==> src/rtl/pulse_period_meter_pkg.sv <==
// Shared helpers for the pulse period meter.
//   wordlength(): number of bits needed to represent a non-negative value
//   (minimum 1). Sizes the timeout comparator so the limit constants fit.
package pulse_period_meter_pkg;

  function automatic int unsigned wordlength(input longint unsigned value);
    int unsigned w;
    w = 1;
    for (int unsigned i = 1; i < 64; i++) begin
      if ((value >> i) != 0) w = i + 1;
    end
    return w;
  endfunction

endpackage

==> src/rtl/pulse_period_meter_sync_edge_detect.sv <==
// Synchroniser plus rising-edge detector for an asynchronous strobe.
// All flops reset to 1, so a pin already high at reset release does not
// produce an edge; the pin has to go low and then high again.
// Ports:
//   clk      clock
//   reset    asynchronous, active-high reset
//   pulse_i  asynchronous strobe
//   rise_o   one-cycle pulse on a synchronised 0->1 transition
module sync_edge_detect #(
  parameter int unsigned SYNC_STAGES = 2
) (
  input  logic clk,
  input  logic reset,
  input  logic pulse_i,
  output logic rise_o
);

  logic [SYNC_STAGES-1:0] sync_q;
  logic                   prev_q;

  always_ff @(posedge clk or posedge reset) begin
    if (reset) begin
      sync_q <= '1;
      prev_q <= 1'b1;
    end else begin
      sync_q <= {sync_q[SYNC_STAGES-2:0], pulse_i};
      prev_q <= sync_q[SYNC_STAGES-1];
    end
  end

  assign rise_o = sync_q[SYNC_STAGES-1] & ~prev_q;

endmodule

==> src/rtl/pulse_period_meter.sv <==
// Measures the number of clk cycles between consecutive rising edges of a
// periodic strobe, flags a missing strobe with a sticky timeout.
// Ports:
//   clk           clock
//   reset         asynchronous, active-high reset
//   turbosim      selects the short simulation timeout
//   en            measurement enable
//   pulse_in      strobe to measure (asynchronous to clk)
//   period        last measured period in clk cycles (holds)
//   period_valid  one-cycle strobe when period is updated
//   timeout       sticky: no edge inside the timeout window
//   busy          high while measuring
module pulse_period_meter
  import pulse_period_meter_pkg::*;
#(
  parameter int unsigned COUNT_WIDTH      = 16,
  parameter int unsigned TIMEOUT          = 50000,
  parameter int unsigned TIMEOUT_TURBOSIM = 20,
  parameter int unsigned SYNC_STAGES      = 2
) (
  input  logic                   clk,
  input  logic                   reset,
  input  logic                   turbosim,
  input  logic                   en,
  input  logic                   pulse_in,
  output logic [COUNT_WIDTH-1:0] period,
  output logic                   period_valid,
  output logic                   timeout,
  output logic                   busy
);

  typedef enum logic [1:0] {
    ST_IDLE,
    ST_ARM,
    ST_MEASURE
  } state_t;

  localparam int unsigned T_MAX  = (TIMEOUT > TIMEOUT_TURBOSIM) ? TIMEOUT : TIMEOUT_TURBOSIM;
  localparam int unsigned T_W    = wordlength(longint'(T_MAX));
  // Comparator is wide enough for both the counter and the limit constants.
  localparam int unsigned CMP_W  = (T_W > COUNT_WIDTH) ? T_W : COUNT_WIDTH;
  localparam logic [CMP_W-1:0] T_NORM  = CMP_W'(TIMEOUT);
  localparam logic [CMP_W-1:0] T_TURBO = CMP_W'(TIMEOUT_TURBOSIM);

  state_t                 state_q;
  logic [COUNT_WIDTH-1:0] cnt_q;
  logic [COUNT_WIDTH-1:0] period_q;
  logic                   period_valid_q;
  logic                   timeout_q;
  logic                   busy_q;

  logic                   rise;
  logic [CMP_W-1:0]       t_eff;
  logic                   at_limit;

  sync_edge_detect #(
    .SYNC_STAGES(SYNC_STAGES)
  ) u_sync (
    .clk    (clk),
    .reset  (reset),
    .pulse_i(pulse_in),
    .rise_o (rise)
  );

  always_comb begin
    t_eff    = turbosim ? T_TURBO : T_NORM;
    at_limit = (CMP_W'(cnt_q) == t_eff);
  end

  always_ff @(posedge clk or posedge reset) begin
    if (reset) begin
      state_q        <= ST_IDLE;
      cnt_q          <= '0;
      period_q       <= '0;
      period_valid_q <= 1'b0;
      timeout_q      <= 1'b0;
      busy_q         <= 1'b0;
    end else begin
      period_valid_q <= 1'b0;
      if (!en) begin
        state_q   <= ST_IDLE;
        cnt_q     <= '0;
        timeout_q <= 1'b0;
        busy_q    <= 1'b0;
      end else begin
        case (state_q)
          ST_IDLE: begin
            state_q <= ST_ARM;
            busy_q  <= 1'b0;
          end
          ST_ARM: begin
            if (rise) begin
              cnt_q   <= COUNT_WIDTH'(1);
              state_q <= ST_MEASURE;
              busy_q  <= 1'b1;
            end
          end
          ST_MEASURE: begin
            // An edge landing on the limit cycle still counts as a period.
            if (rise) begin
              period_q       <= cnt_q;
              period_valid_q <= 1'b1;
              timeout_q      <= 1'b0;
              cnt_q          <= COUNT_WIDTH'(1);
            end else if (at_limit) begin
              timeout_q <= 1'b1;
              cnt_q     <= '0;
              state_q   <= ST_ARM;
              busy_q    <= 1'b0;
            end else begin
              cnt_q <= cnt_q + COUNT_WIDTH'(1);
            end
          end
          default: begin
            state_q <= ST_IDLE;
            cnt_q   <= '0;
            busy_q  <= 1'b0;
          end
        endcase
      end
    end
  end

  assign period       = period_q;
  assign period_valid = period_valid_q;
  assign timeout      = timeout_q;
  assign busy         = busy_q;

endmodule
==> config.mk <==
export PLATFORM = sky130hd
export DESIGN_NAME = pulse_period_meter
export DESIGN_NICKNAME = d
export VERILOG_FILES = /design/src/rtl/pulse_period_meter_pkg.sv /design/src/rtl/pulse_period_meter_sync_edge_detect.sv /design/src/rtl/pulse_period_meter.sv
export SDC_FILE = /design/constraint.sdc
export NUM_CORES = 1
export LEC_CHECK = 0
export ABC_AREA = 1
export ABC_CLOCK_PERIOD_IN_PS = 1510
export BUFFER_PORTS_ARGS = -buffer_cell sky130_fd_sc_hd__buf_4
export CAP_MARGIN = 20
export CORE_MARGIN = 4
export CORE_UTILIZATION = 45
export DETAILED_ROUTE_END_ITERATION = 8
export PLACE_DENSITY = 0.74
export SYNTH_ARGS = -nofsm -noshare
export SYNTH_HDL_FRONTEND = slang
export SYNTH_HIERARCHICAL = 1
export SYNTH_SLANG_ARGS = --single-unit
==> constraint.sdc <==
create_clock -name clk -period 1.51 [get_ports clk]
set_input_delay 0.3775 -clock clk [delete_from_list [all_inputs] [get_ports clk]]
set_output_delay 0.3775 -clock clk [all_outputs]
set_load 0.01 [all_outputs]
Word level (Yosys, flattened, before mapping). Index checks and enable logic that the tools add are counted. W data, S select, Z words.

Bits in registers: 40. Latch bits: 0. Bits in writable memories: 0. Bits in read-only memories: 0. Bits of input ports: 5. Output and inout bits: 19. Logic and storage cells: 48. Memories kept: 0.

$add $sub $neg: 1. $mul: 0. Divide/modulo/power cells: 0. $lt $le $gt $ge: 0. Equal/unequal tests: 9. Shifts and indexed selects: 0. Multiplexer cells: 23. Bitwise operators: 2. Reduce and logical (&&, ||, !) cells: 5.

Operators with widths (count): $mux W16 (5); $pmux W16 S3 (1); $add A16 B1 Y16 const B (1); $eq A16 B16 Y1 (1); $mux W1 (11); $ne A3 B3 Y1 const B (3); $mux W2 (4); $pmux W2 S3 (1); $reduce_and A3 Y1 (2); $reduce_and A2 Y1 (2); $ne A3 B1 Y1 const B (1); $eq A2 B1 Y1 const B (1); $eq A2 B2 Y1 const B (1); $logic_not A2 Y1 (1); $ne A2 B1 Y1 const B (1); $ne A2 B2 Y1 const B (1); $pmux W1 S2 (1); $and A1 B1 Y1 (1); $not A1 Y1 (1).

Longest topological paths before layout. Gate-level depths: netlist of the first run.

Depth in word-level cells: 6. Mapped depth: 12. Depth with buffers taken out: 12.

Hierarchy. The synthesis of the first run kept the hierarchy.

By module, submodules not included: pulse_period_meter (times used 1, cells an instance 217, area an instance 1841.8 µm²); sync_edge_detect (times used 1, cells an instance 6, area an instance 92.6 µm²).

Least setup slack after synthesis of the first run. Ideal clock, no wire load.

Kind: register -> register. Start: register state_q[1]. End: register cnt_q[4]. Setup time: 71 ps. Arrival time: 1469 ps. Slack: -30 ps. Stages on the path, launching flop included: 13. Clock period less this slack: 1540 ps. Cell sequence: dfrtp_1 -> inv_1 -> ha_1 -> nand2_2 -> nor2_2 -> inv_2 -> nand2_4 -> inv_2 -> buf_6 -> nand2_1 -> nor3_1 -> o22ai_1 -> nor2_1.

Word-level cells in the longest chain between the ends: 3.

Ends and longest elaborated chain: start, declared (line pulse_period_meter.sv:45) `state_t state_q;`; start signal, assigned (line pulse_period_meter.sv:72) `state_q <= ST_IDLE;`; start signal, assigned (line pulse_period_meter.sv:81) `state_q <= ST_IDLE;`; start signal, assigned (line pulse_period_meter.sv:88) `state_q <= ST_ARM;`; $eq A2 B2 Y1 (tied with other cells) (line pulse_period_meter.sv:86) `case (state_q)`; $pmux W16 S3 (tied with other cells) (line pulse_period_meter.sv:86); $mux W16 / $reduce_and A2 Y1 (equally long branches); end signal, assigned (line pulse_period_meter.sv:111) `cnt_q <= cnt_q + COUNT_WIDTH'(1);`; end, declared (line pulse_period_meter.sv:46) `logic [COUNT_WIDTH-1:0] cnt_q;`.

Parallel ways exist; a longest one is shown, timed or not. A chain may end at the register's enable or synchronous reset.

Worst setup path after layout of the first run.
Start: register cnt_q[2]. End: register cnt_q[11].

Word-level cells in the longest chain between the ends: 5.

Ends and longest elaborated chain: $add A16 B1 Y16 / $eq A16 B16 Y1 (equally long branches) (line pulse_period_meter.sv:111, pulse_period_meter.sv:67); $mux W16 (*) (line pulse_period_meter.sv:105) `end else if (at_limit) begin`; $mux W16 (*) (line pulse_period_meter.sv:100) `if (rise) begin`; $pmux W16 S3 (*) (line pulse_period_meter.sv:86); $mux W16 (*) (line pulse_period_meter.sv:80) `if (!en) begin`.

Every way passes the cells marked *; elsewhere a longest branch is shown, timed or not.

==> impl_results.md, run 1 <==
* Clock sink count at 39
* M3 GR Usage at 3.83%
* Number of global-route vias before repair at 1,653
* RD Place Congestion at 0.905
* Status: finished with violations
* Unrepaired setup endpoints after global routing: yes
* Area growth syn-to-layout at 37.8%
* Crit Path Class: reg2reg
* Tcrit/Tclk final at 108%
* Avg WL per Cell at 14.4 um
* DRC at 0
* Power Density at 1170 nW/um2
* Yosys top cell area share at 46.6%
* Diode count at 0
* CTS root buf: clkbuf_8
* DR vias/cell at 5.12
* Critical Path End Type: flip-flop
* Total Power at 3.13 mW
* Startpoint Class: flip-flop
* Crit path max-delay family: simple AND/OR/NAND/NOR gates
* Area of the core at 4090 um2
* Crit-path max FO at 5
* Maximum clock frequency at 0.616 GHz
* CP max stage delay at 0.46 ns
* # port buffers at 23
* Largest family of logic cells by synthesized area: simple AND/OR/NAND/NOR gates
* Failing checks: negative setup slack
* Synth area leaders: dfrtp_1 (47%), nand2_1 (10%), inv_1 (4.9%)
* Later-pin clock latency in the skew report at 0.29 ns
* Simple-gate share of the synthesized area at 28.1%
* Top cells by count, synth: nand2_1 (54), dfrtp_1 (36), inv_1 (25), nor2_1 (19), o21ai_0 (14)
* Buf/Inv on CP at 0
* Post-synth EDFFs at 0
* Setup-failing EPs final at 23
* Initial Utilization at 47.3%
* Layout cells sized above 1 at 37.2%
* Clock-pin slew on the worst setup and hold paths at 0.08 ns
* Mapped Cells at 223
* Req. time, crit path at 1.69 ns
* Mux share of post-synthesis cell area at 0%
* Fin Clk Skew at 0.00698 ns
* Die width at 73.6 um
* Syn_area_per_cell at 8.67 um2
* Synth Area in Compound Gates at 8.34%
* Initial DRC count at 143
* First-pass DRT Iterations at 4
* Die Area at 5410 um2
* Adder-Cell Fraction of Synth Area at 3.23%
* Yosys warns at 6
* H-tree depth at 2
* Met2 Usage GRT at 32.1%
* Die Y at 73.6 um
* Final global-route overflow total at 0
* Cts bufs inserted at 5
* Global-route wire length before repair at 7760 um
* I/O pins at 24
* Lkg Pwr at 1.23 nW
* Peak VDD IR at 0.000580 V
* Worst slew pin tran at 0.463 ns
* R2r endpoint: cnt_q[11]
* FFs w/ async S/R, synth at 100%
* Post-synthesis xor/xnor area fraction at 2.72%
* Site Rows at 23
* Worst path cell trace: nand3_2 > nor3_4 > nand2_8 > nor2_4 > nand2_2 > xor2_1 > nor2_1
* Hold Buf Count CTS at 0
* Dominant synthesized flop cell: dfrtp_1
* Post-DRT Antenna Nets at 0
* Final worst setup slack at -0.114 ns
* Largest net degree at the start of global routing at 37
* NumNets Final at 294
* DRT Wirelength at 4820 um
* DP Worst Slack at -0.0876 ns
* Initial antenna violation count at 0
* R2R setup slack at -0.11 ns
* Fin. max-slew vios at 0
* Crit path time final at 1.62 ns
* Syn Nets at 233
* R2R cell count at 7
* Post-DP HPWL at 3180 um
* Flops & latches, synth at 39
* TritonCTS clock tree: yes
* Hold WC Path Type: in2async
* Via Count at 1,716
* Most frequent cell after synthesis: nand2_1
* Slowest stage cell, crit path: dfrtp_2
* Max Root-Sink Buffers at 2
* Crit Reg-Reg Startpoint: cnt_q[2]
* Cell area after synthesis at 1930 um2
* Worst EP arrival at 1.81 ns
* Final hold viol count at 0
* Slew margin rel. at 69.1%
* GR peak layer: met2
* GRT Total Usage at 18.9%
* Post-synth top area cell: dfrtp_1
* Met1 Usage GRT at 23.2%
* Max capacitance violation total at 0
* Post-synthesis sequential area ratio at 50.6%
* Library cells used by synthesis at 29
==> layout make-up <==
cell class | instances | area, um2
clock buffer | 6 | 72.6
multi-input combinational | 152 | 905
sequential | 39 | 982
timing repair buffer | 59 | 475
tap | 50 | 62.6
inverter | 27 | 109
fill | 298 | 1420
clock inverter | 2 | 60.1
==> metrics by stage <==
step	utilization (%)	hold slack (ns)	cell area (um2)	TNS, ns	cells
floorplan	-	0.311	1940	-0.00925	223
global placement	57.8	0.348	2360	-0.340	317
detailed placement	57.8	0.349	2360	-0.940	317
CTS	63.9	0.131	2610	-0.793	332
global route	65.2	0.132	2670	-5.01	335
finish	65.2	0.133	2670	-1.06	335
==> timing repair <==
| action | CTS | global route |
|---|---|---|
| gates cloned | 0 | 0 |
| pin swaps | 8 | 6 |
| resized for setup | 15 | 10 |
| setup buffers | 7 | 3 |
| endpoints found under the setup margin | 29 | 35 |
==> where the power goes <==
| group | switching (mW) | total [mW] | internal, mW |
|---|---|---|---|
| clock | 0.368 | 1.03 | 0.661 |
| combinational | 0.498 | 0.961 | 0.463 |
| sequential | 0.0430 | 1.14 | 1.09 |
| total | 0.909 | 3.13 | 2.22 |
==> flip-flops by register name (all words and copies together), names as in the netlist <==
signal	count
cnt_q	16
u_sync/sync_q	2
timeout	1
u_sync/prev_q	1
state_q	2
period_valid	1
period	16
==> worst max path at each step <==
| stage | startpoint | endpoint | cells past startpoint |
|---|---|---|---|
| 2_1_floorplan | state_q[1] | cnt_q[7] | 11 |
| 3_3_place_gp | u_sync/sync_q[1] | cnt_q[11] | 11 |
| 3_5_place_dp | u_sync/sync_q[1] | cnt_q[11] | 11 |
| 6_report | cnt_q[2] | cnt_q[11] | 7 |
| 5_1_grt | cnt_q[0] | state_q[1] | 10 |
| 4_1_cts | cnt_q[0] | cnt_q[8] | 9 |
==> kinds of logic after synthesis <==
group,Yosys count
adders and majority gates,5
buffers and inverters,32
and+or+nand+nor,113
AOI/OAI and AO/OA,28
xor gates and xnor gates,6
DFF,39
==> layer usage <==
metal  share of wire [%]  up-vias
li1                    -      831
met1                  44      829
met2                  50       48
met3                 4.9        8
met4                 1.8        0
met5                   0        -
==> placed cells by master, fill, tap and decap left out, drive strengths merged <==
cell type and count:
nor3b 3, bufinv 2, xor2 6, o22ai 5
nand2 60, buf 59, nand3 12, ha 5
dfstp 3, o31ai 1, dfrtp 36, clkbuf 6
a31oi 1, nand4 1, a21oi 4, o21ai 17
nor2 28, inv 27, nor3 9
==> worst reg2reg max path: stages (launching register included) <==
cell,delay [ns]
dfrtp_2,0.46
nand3_2,0.16
nor3_4,0.36
nand2_8,0.10
nor2_4,0.15
nand2_2,0.07
xor2_1,0.17
nor2_1,0.06
Power figures use the tool's default switching activity.
==> inputs of run 2 (changes only) <==
Settings changed: SYNTH_HIERARCHICAL 1 to unset.
==> run 2 against run 1 <==
Setup slack got worse by 0.029 ns. Critical path type unchanged. Flip-flop and latch count unchanged. The flow still finishes with violations (negative setup slack). Critical path depth increased by 5.
==> impl_results.md, run 2 <==
* CTS root buf: clkbuf_8 (unchanged)
* GRT Total Usage at 19.5% (was 18.9%)
* Flops & latches, synth at 39 (unchanged)
* Via Count at 2,102 (was 1,716)
* Status: finished with violations (unchanged)
* Die Y at 74.3 um (was 73.6 um)
* Synth area leaders: dfrtp_1 (46%), nand2_1 (12%), inv_1 (7.0%) (was dfrtp_1 (47%), nand2_1 (10%), inv_1 (4.9%))
* Most common cell after layout, fill and taps aside: buf_4 (unchanged)
* Non-filler cells, final at 375 (was 335)
* Die width at 74.3 um (was 73.6 um)
* Slew margin rel. at 77.1% (was 69.1%)
* Clock-pin slew on the worst setup and hold paths at 0.08 ns (about the same)
* Area growth syn-to-layout at 48.3% (was 37.8%)
* Req. time, crit path at 1.73 ns (was 1.69 ns)
* Top cells by count, synth: nand2_1 (64), inv_1 (37), dfrtp_1 (36), nor2_1 (31), o21ai_0 (21) (was nand2_1 (54), dfrtp_1 (36), inv_1 (25), nor2_1 (19), o21ai_0 (14))
* Worst EP arrival at 1.88 ns (was 1.81 ns)
* Yosys top cell area share at 45.5% (was 46.6%)
* DRT Wirelength at 6180 um (was 4820 um)
* Fin. max-slew vios at 0 (unchanged)
* Clock sink count at 39 (unchanged)
* Cell area after synthesis at 1980 um2 (was 1930 um2)
* Critical Path End Type: flip-flop (unchanged)
* Tcrit/Tclk final at 110% (was 108%)
* Crit path time final at 1.65 ns (was 1.62 ns)
* Most frequent cell after synthesis: nand2_1 (unchanged)
* Fin area at 2930 um2 (was 2670 um2)
* Startpoint Class: flip-flop (unchanged)
* Worst slew pin tran at 0.344 ns (was 0.463 ns)
* Area of the multi-input gates at 1050 um2 (was 905 um2)
* Die Area at 5520 um2 (was 5410 um2)
* Final worst setup slack at -0.144 ns (was -0.114 ns)
* Most frequent cells in the layout: buf_4 (65), nand2_1 (56), dfrtp_1 (33) (was buf_4 (55), nand2_1 (52), dfrtp_1 (34))
* Later-pin clock latency in the skew report at 0.29 ns (about the same)
* Number of global-route vias before repair at 1,761 (was 1,653)
* Library cells used by synthesis at 23 (was 29)
* Core Util, Final at 71.3% (was 65.2%)
* Post-DRT Antenna Nets at 0 (unchanged)
* FFs w/ async S/R, synth at 100% (unchanged)
* DRC at 0 (unchanged)
* Syn_area_per_cell at 7.82 um2 (was 8.67 um2)
* Placed Instances at 353 (was 317)
* R2R setup slack at -0.14 ns (was -0.11 ns)
* Dominant synthesized flop cell: dfrtp_1 (unchanged)
* Layout cells sized above 1 at 42.8% (was 37.2%)
* Post-synthesis sequential area ratio at 49.5% (was 50.6%)
* Power Density at 809 nW/um2 (was 1170 nW/um2)
* Area of the core at 4120 um2 (was 4090 um2)
* Failing checks: negative setup slack (unchanged)
* Mapped Cells at 253 (was 223)
* Maximum clock frequency at 0.605 GHz (was 0.616 GHz)
* TritonCTS clock tree: yes (unchanged)
* DP Worst Slack at -0.101 ns (was -0.0876 ns)
* Syn Nets at 263 (was 233)
* Final global-route overflow total at 0 (unchanged)
* Initial Utilization at 48.1% (was 47.3%)
* Lkg Pwr at 1.43 nW (was 1.23 nW)
* Global-route wire length before repair at 8210 um (was 7760 um)
* Post-synth top area cell: dfrtp_1 (unchanged)
* H-tree depth at 2 (unchanged)
* Fin Clk Skew at 0.00386 ns (was 0.00698 ns)
* Setup TNS at -1.55 ns (was -1.06 ns)
* DR vias/cell at 5.61 (was 5.12)
* Diode count at 0 (unchanged)
* I/O pins at 24 (unchanged)
* Post-synth EDFFs at 0 (unchanged)
* Register Area at 983 um2 (was 982 um2)
* Hold WC Path Type: in2async (unchanged)
* Post-DP Area at 2480 um2 (was 2360 um2)
* Fillers at 276 (was 298)
* Final hold viol count at 0 (unchanged)
* Yosys warns at 0 (was 6)
* Crit Path Class: reg2reg (unchanged)
* RD Place Congestion at 0.959 (was 0.905)
* Max Root-Sink Buffers at 2 (unchanged)
* Post-DP HPWL at 3590 um (was 3180 um)
* Avg WL per Cell at 16.5 um (was 14.4 um)
* Max capacitance violation total at 0 (unchanged)
* NumNets Final at 334 (was 294)
* Initial DRC count at 234 (was 143)
* Largest net degree at the start of global routing at 34 (was 37)
* Initial antenna violation count at 0 (unchanged)
* Site Rows at 23 (unchanged)
* Setup-failing EPs final at 18 (was 23)
* Cts bufs inserted at 5 (unchanged)
* Crit-path max FO at 4 (was 5)
* Peak VDD IR at 0.000680 V (was 0.000580 V)
* Unrepaired setup endpoints after global routing: yes (unchanged)
* Hold Buf Count CTS at 0 (unchanged)
* # port buffers at 23 (unchanged)
* First-pass DRT Iterations at 6 (was 4)
## run 2: changes by cell type in the layout (fill, tap and decap cells not counted), sizes merged, moves of 2 or more
| cell | change |
|---|---|
| nor2 | +6 |
| a21oi | -2 |
| nand3 | +2 |
| nand4 | +6 |
| nand2 | +9 |
| xor2 | -3 |
| inv | +11 |
| nor3 | +3 |
| nor3b | -3 |
| o22ai | -3 |
| buf | +9 |
| o21ai | +4 |
## run 2: timing repair
item                       4_1_cts  5_1_grt
gates resized for setup         11       56
setup endpoints to repair       18       35
buffers inserted                 3       10
gates cloned                     0        1
pin swaps                        6       22
## run 2: cell type report
type	instances	area share, %
clock buffer	6	2.82
clock inverter	2	1.19
inverter	38	4.95
multi-input combinational	171	35.8
sequential	39	33.5
tap	50	2.13
timing repair buffer	69	19.5
## run 2: cells by family after synthesis
| kind of cell | count (synthesis) | share of synthesized area (%) |
|---|---|---|
| compound gates | 26 | 7.40 |
| xor+xnor | 3 | 1.33 |
| fa+ha+maj | 5 | 3.16 |
| buf+inv | 43 | 8.60 |
| flops | 39 | 49.5 |
| simple gates | 137 | 30.0 |
## run 2: stage by stage
stage | total power [mW] | hold slack, ns
after floorplan | 1.23 | 0.345
after global placement | 1.36 | 0.346
after detailed placement | 1.36 | 0.348
after CTS | 2.26 | 0.0482
after global routing | 2.45 | 0.0509
final | 2.37 | 0.0409
## run 2: worst max-delay path, stage by stage (launching register included)
cell     delay [ns]
dfrtp_2        0.45
ha_4           0.17
nand2_1        0.09
inv_2          0.06
nand2_4        0.07
nand2_4        0.08
inv_4          0.08
nand2_4        0.06
nor2_4         0.17
nand2_1        0.09
nand2_1        0.08
o21ai_1        0.08
nor2_1         0.12
## run 2: routing by layer
metal	wire length (um)	GRT usage, %
met5	0	0
met4	334	10.5
met3	575	3.92
met2	2810	29.4
met1	2460	26.5
## run 2: report_power, final
group | leakage, nW | internal [mW] | switching (mW)
Clock | 0.0612 | 0.535 | 0.367
Combinational | 0.838 | 0.184 | 0.212
Sequential | 0.528 | 1.06 | 0.0147
## run 2: worst paths after layout
check                                  from                to  cells after the start
setup reg to reg                 state_q[0]         cnt_q[12]                     12
hold reg to reg            u_sync.sync_q[0]  u_sync.sync_q[1]                      0
setup / recovery                 state_q[0]         cnt_q[12]                     12
max in group asynchronous             reset          cnt_q[8]                      3
min in group clk                   pulse_in  u_sync.sync_q[0]                      1
hold / removal                        reset        state_q[1]                      2
==> inputs of run 3 (changes only) <==
Settings changed: PLACE_DENSITY 0.74 to unset, PLACE_DENSITY_LB_ADDON set to 0.1, RECOVER_POWER set to 25.
==> run 3 against run 2 <==
The flow still finishes with violations (negative setup slack). Count of clock-buffer cells in the layout is the same. Register-to-register slack gained 0.12 ns. Critical path depth shrank 1.
==> impl_results.md, run 3 (synthesized netlist as in run 2, its figures left out) <==
* Status: finished with violations (unchanged)
* Failing checks: negative setup slack (unchanged)
* H-tree depth at 2 (unchanged)
* Most frequent cells in the layout: buf_4 (63), nand2_1 (59), dfrtp_1 (36) (was buf_4 (65), nand2_1 (56), dfrtp_1 (33))
* CTS root buf: clkbuf_8 (unchanged)
* Unrepaired setup endpoints after global routing: yes (unchanged)
* Largest net degree at the start of global routing at 33 (was 34)
* Diode count at 0 (unchanged)
* Cts bufs inserted at 5 (unchanged)
* Clock-pin slew on the worst setup and hold paths at 0.07 ns (was 0.08 ns)
* Worst path cell trace: inv_1 > ha_1 > nand3_1 > inv_1 > nand2_1 > nor2_2 > nand2_2 > nand2_1 > nand3_1 > nand2_1 > nand2_1 (was ha_4 > nand2_1 > inv_2 > nand2_4 > nand2_4 > inv_4 > nand2_4 > nor2_4 > nand2_1 > nand2_1 > o21ai_1 > nor2_1)
* Max capacitance violation total at 0 (unchanged)
* Final worst setup slack at -0.0216 ns (was -0.144 ns)
* DRC at 0 (unchanged)
* # port buffers at 23 (unchanged)
* Peak VDD IR at 0.000426 V (was 0.000680 V)
* Register Area at 980 um2 (was 983 um2)
* Setup TNS at -0.121 ns (was -1.55 ns)
* DRT Wirelength at 5000 um (was 6180 um)
* Worst setup startpoint: cnt_q[0] (was state_q[0])
* First-pass DRT Iterations at 6 (unchanged)
* Fin area at 2780 um2 (was 2930 um2)
* Site Rows at 23 (unchanged)
* Setup-failing EPs final at 13 (was 18)
* Layout cells sized above 1 at 35.2% (was 42.8%)
* RD Place Congestion at 0.900 (was 0.959)
* Hold Buf Count CTS at 0 (unchanged)
* Area growth syn-to-layout at 40.4% (was 48.3%)
* Final global-route overflow total at 0 (unchanged)
* Number of global-route vias before repair at 1,681 (was 1,761)
* Worst slew pin tran at 0.544 ns (was 0.344 ns)
* Crit Path Class: reg2reg (unchanged)
* Power Density at 757 nW/um2 (was 809 nW/um2)
* Startpoint Class: flip-flop (unchanged)
* CP max stage delay at 0.41 ns (was 0.45 ns)
* Worst EP arrival at 1.70 ns (was 1.88 ns)
* Slowest stage cell, crit path: dfrtp_1 (was dfrtp_2)
* Total Power at 2.10 mW (was 2.37 mW)
* Maximum clock frequency at 0.653 GHz (was 0.605 GHz)
* Post-DP HPWL at 3640 um (was 3590 um)
* Die Area at 5520 um2 (unchanged)
* Initial DRC count at 96 (was 234)
* I/O pins at 24 (unchanged)
* Crit Reg-Reg Startpoint: cnt_q[0] (was state_q[0])
* NumNets Final at 334 (unchanged)
* Post-DRT Antenna Nets at 0 (unchanged)
* Final hold viol count at 0 (unchanged)
* DR vias/cell at 4.84 (was 5.61)
* R2r endpoint: state_q[1] (was cnt_q[12])
* R2R setup slack at -0.02 ns (was -0.14 ns)
* Post-DP Area at 2540 um2 (was 2480 um2)
* GRT Total Usage at 19.7% (was 19.5%)
* Critical Path End Type: flip-flop (unchanged)
* Tcrit/Tclk final at 101% (was 110%)
* Initial antenna violation count at 0 (unchanged)
* DP Worst Slack at -0.0756 ns (was -0.101 ns)
* Most common cell after layout, fill and taps aside: buf_4 (unchanged)
* Worst path most repeated cell: nand2_1
* TritonCTS clock tree: yes (unchanged)
* Worst Setup EP: state_q[1] (was cnt_q[12])
* Clock sink count at 39 (unchanged)
* Via Count at 1,810 (was 2,102)
* Crit path max-delay family: simple AND/OR/NAND/NOR gates (unchanged)
* Area of the multi-input gates at 952 um2 (was 1050 um2)
* Fillers at 328 (was 276)
* Initial Utilization at 48.1% (unchanged)
* Req. time, crit path at 1.67 ns (was 1.73 ns)
* Lkg Pwr at 1.37 nW (was 1.43 nW)
* Fin Clk Skew at 0.00772 ns (was 0.00386 ns)
* Global-route wire length before repair at 8140 um (was 8210 um)
* Crit path time final at 1.53 ns (was 1.65 ns)
* Core Util, Final at 67.5% (was 71.3%)
* WP depth at 11 (was 12)
* Area of the core at 4120 um2 (unchanged)
* Die Y at 74.3 um (unchanged)
* Later-pin clock latency in the skew report at 0.28 ns (was 0.29 ns)
* Avg WL per Cell at 13.4 um (was 16.5 um)
* R2R cell count at 11 (was 12)
* Crit-path max FO at 4 (unchanged)
* Buf/Inv on CP at 2 (unchanged)
* Max Root-Sink Buffers at 2 (unchanged)
* Hold WC Path Type: in2async (unchanged)
* Die width at 74.3 um (unchanged)
* Fin. max-slew vios at 0 (unchanged)
* Slew margin rel. at 63.8% (was 77.1%)
run 3: area by class of cell:
| class | instances | share of cell area (%) |
|---|---|---|
| flip-flops and latches | 39 | 35.3 |
| multi-input cells | 171 | 34.3 |
| repair buffers | 69 | 19.6 |
| inverters | 38 | 5.41 |
| clock buffers | 6 | 2.97 |
| well taps | 50 | 2.25 |
| clock inverters | 1 | 0.180 |
run 3: repair_timing:
| item | 4_1_cts | 5_1_grt |
|---|---|---|
| buffers inserted | 5 | 0 |
| endpoints found under the setup margin | 15 | 35 |
| pin swaps | 7 | 11 |
| gates resized for setup | 14 | 21 |
run 3: metrics by stage:
stage / hold slack [ns] / std cells
CTS: 0.0643 / 374
global placement: 0.348 / 362
detailed placement: 0.349 / 362
finish: 0.0416 / 374
floorplan: 0.345 / 253
global route: 0.0593 / 374
run 3: how the worst min path moves through the flow:
stage / slack [ns] / endpoint / cells after the start / from
CTS: 0.06 / timeout / 2 / reset
global placement: 0.35 / u_sync.sync_q[1] / 0 / u_sync.sync_q[0]
finish: 0.04 / timeout / 2 / reset
detailed placement: 0.35 / u_sync.sync_q[1] / 0 / u_sync.sync_q[0]
global route: 0.06 / timeout / 2 / reset
floorplan: 0.35 / u_sync.sync_q[1] / 0 / u_sync.sync_q[0]
run 3: worst register-to-register path, stage by stage, from the launching register on:
cell,delay (ns)
dfrtp_1,0.41
inv_1,0.10
ha_1,0.15
nand3_1,0.09
inv_1,0.07
nand2_1,0.06
nor2_2,0.09
nand2_2,0.10
nand2_1,0.10
nand3_1,0.10
nand2_1,0.08
nand2_1,0.07
run 3: metal layers:
metal | up-vias | routed length [um] | track usage [%]
li1 | 941 | - | -
met3 | 8 | 320 | 3.65
met1 | 796 | 2520 | 29.6
met2 | 65 | 2080 | 28.7
met5 | - | 0 | 0
met4 | 0 | 73 | 6.52
run 3: power by group:
| group | switching [mW] | internal (mW) | leakage, nW |
|---|---|---|---|
| logic | 0.185 | 0.150 | 0.793 |
| registers | 0.00993 | 1.06 | 0.533 |
| clock network | 0.338 | 0.358 | 0.0470 |
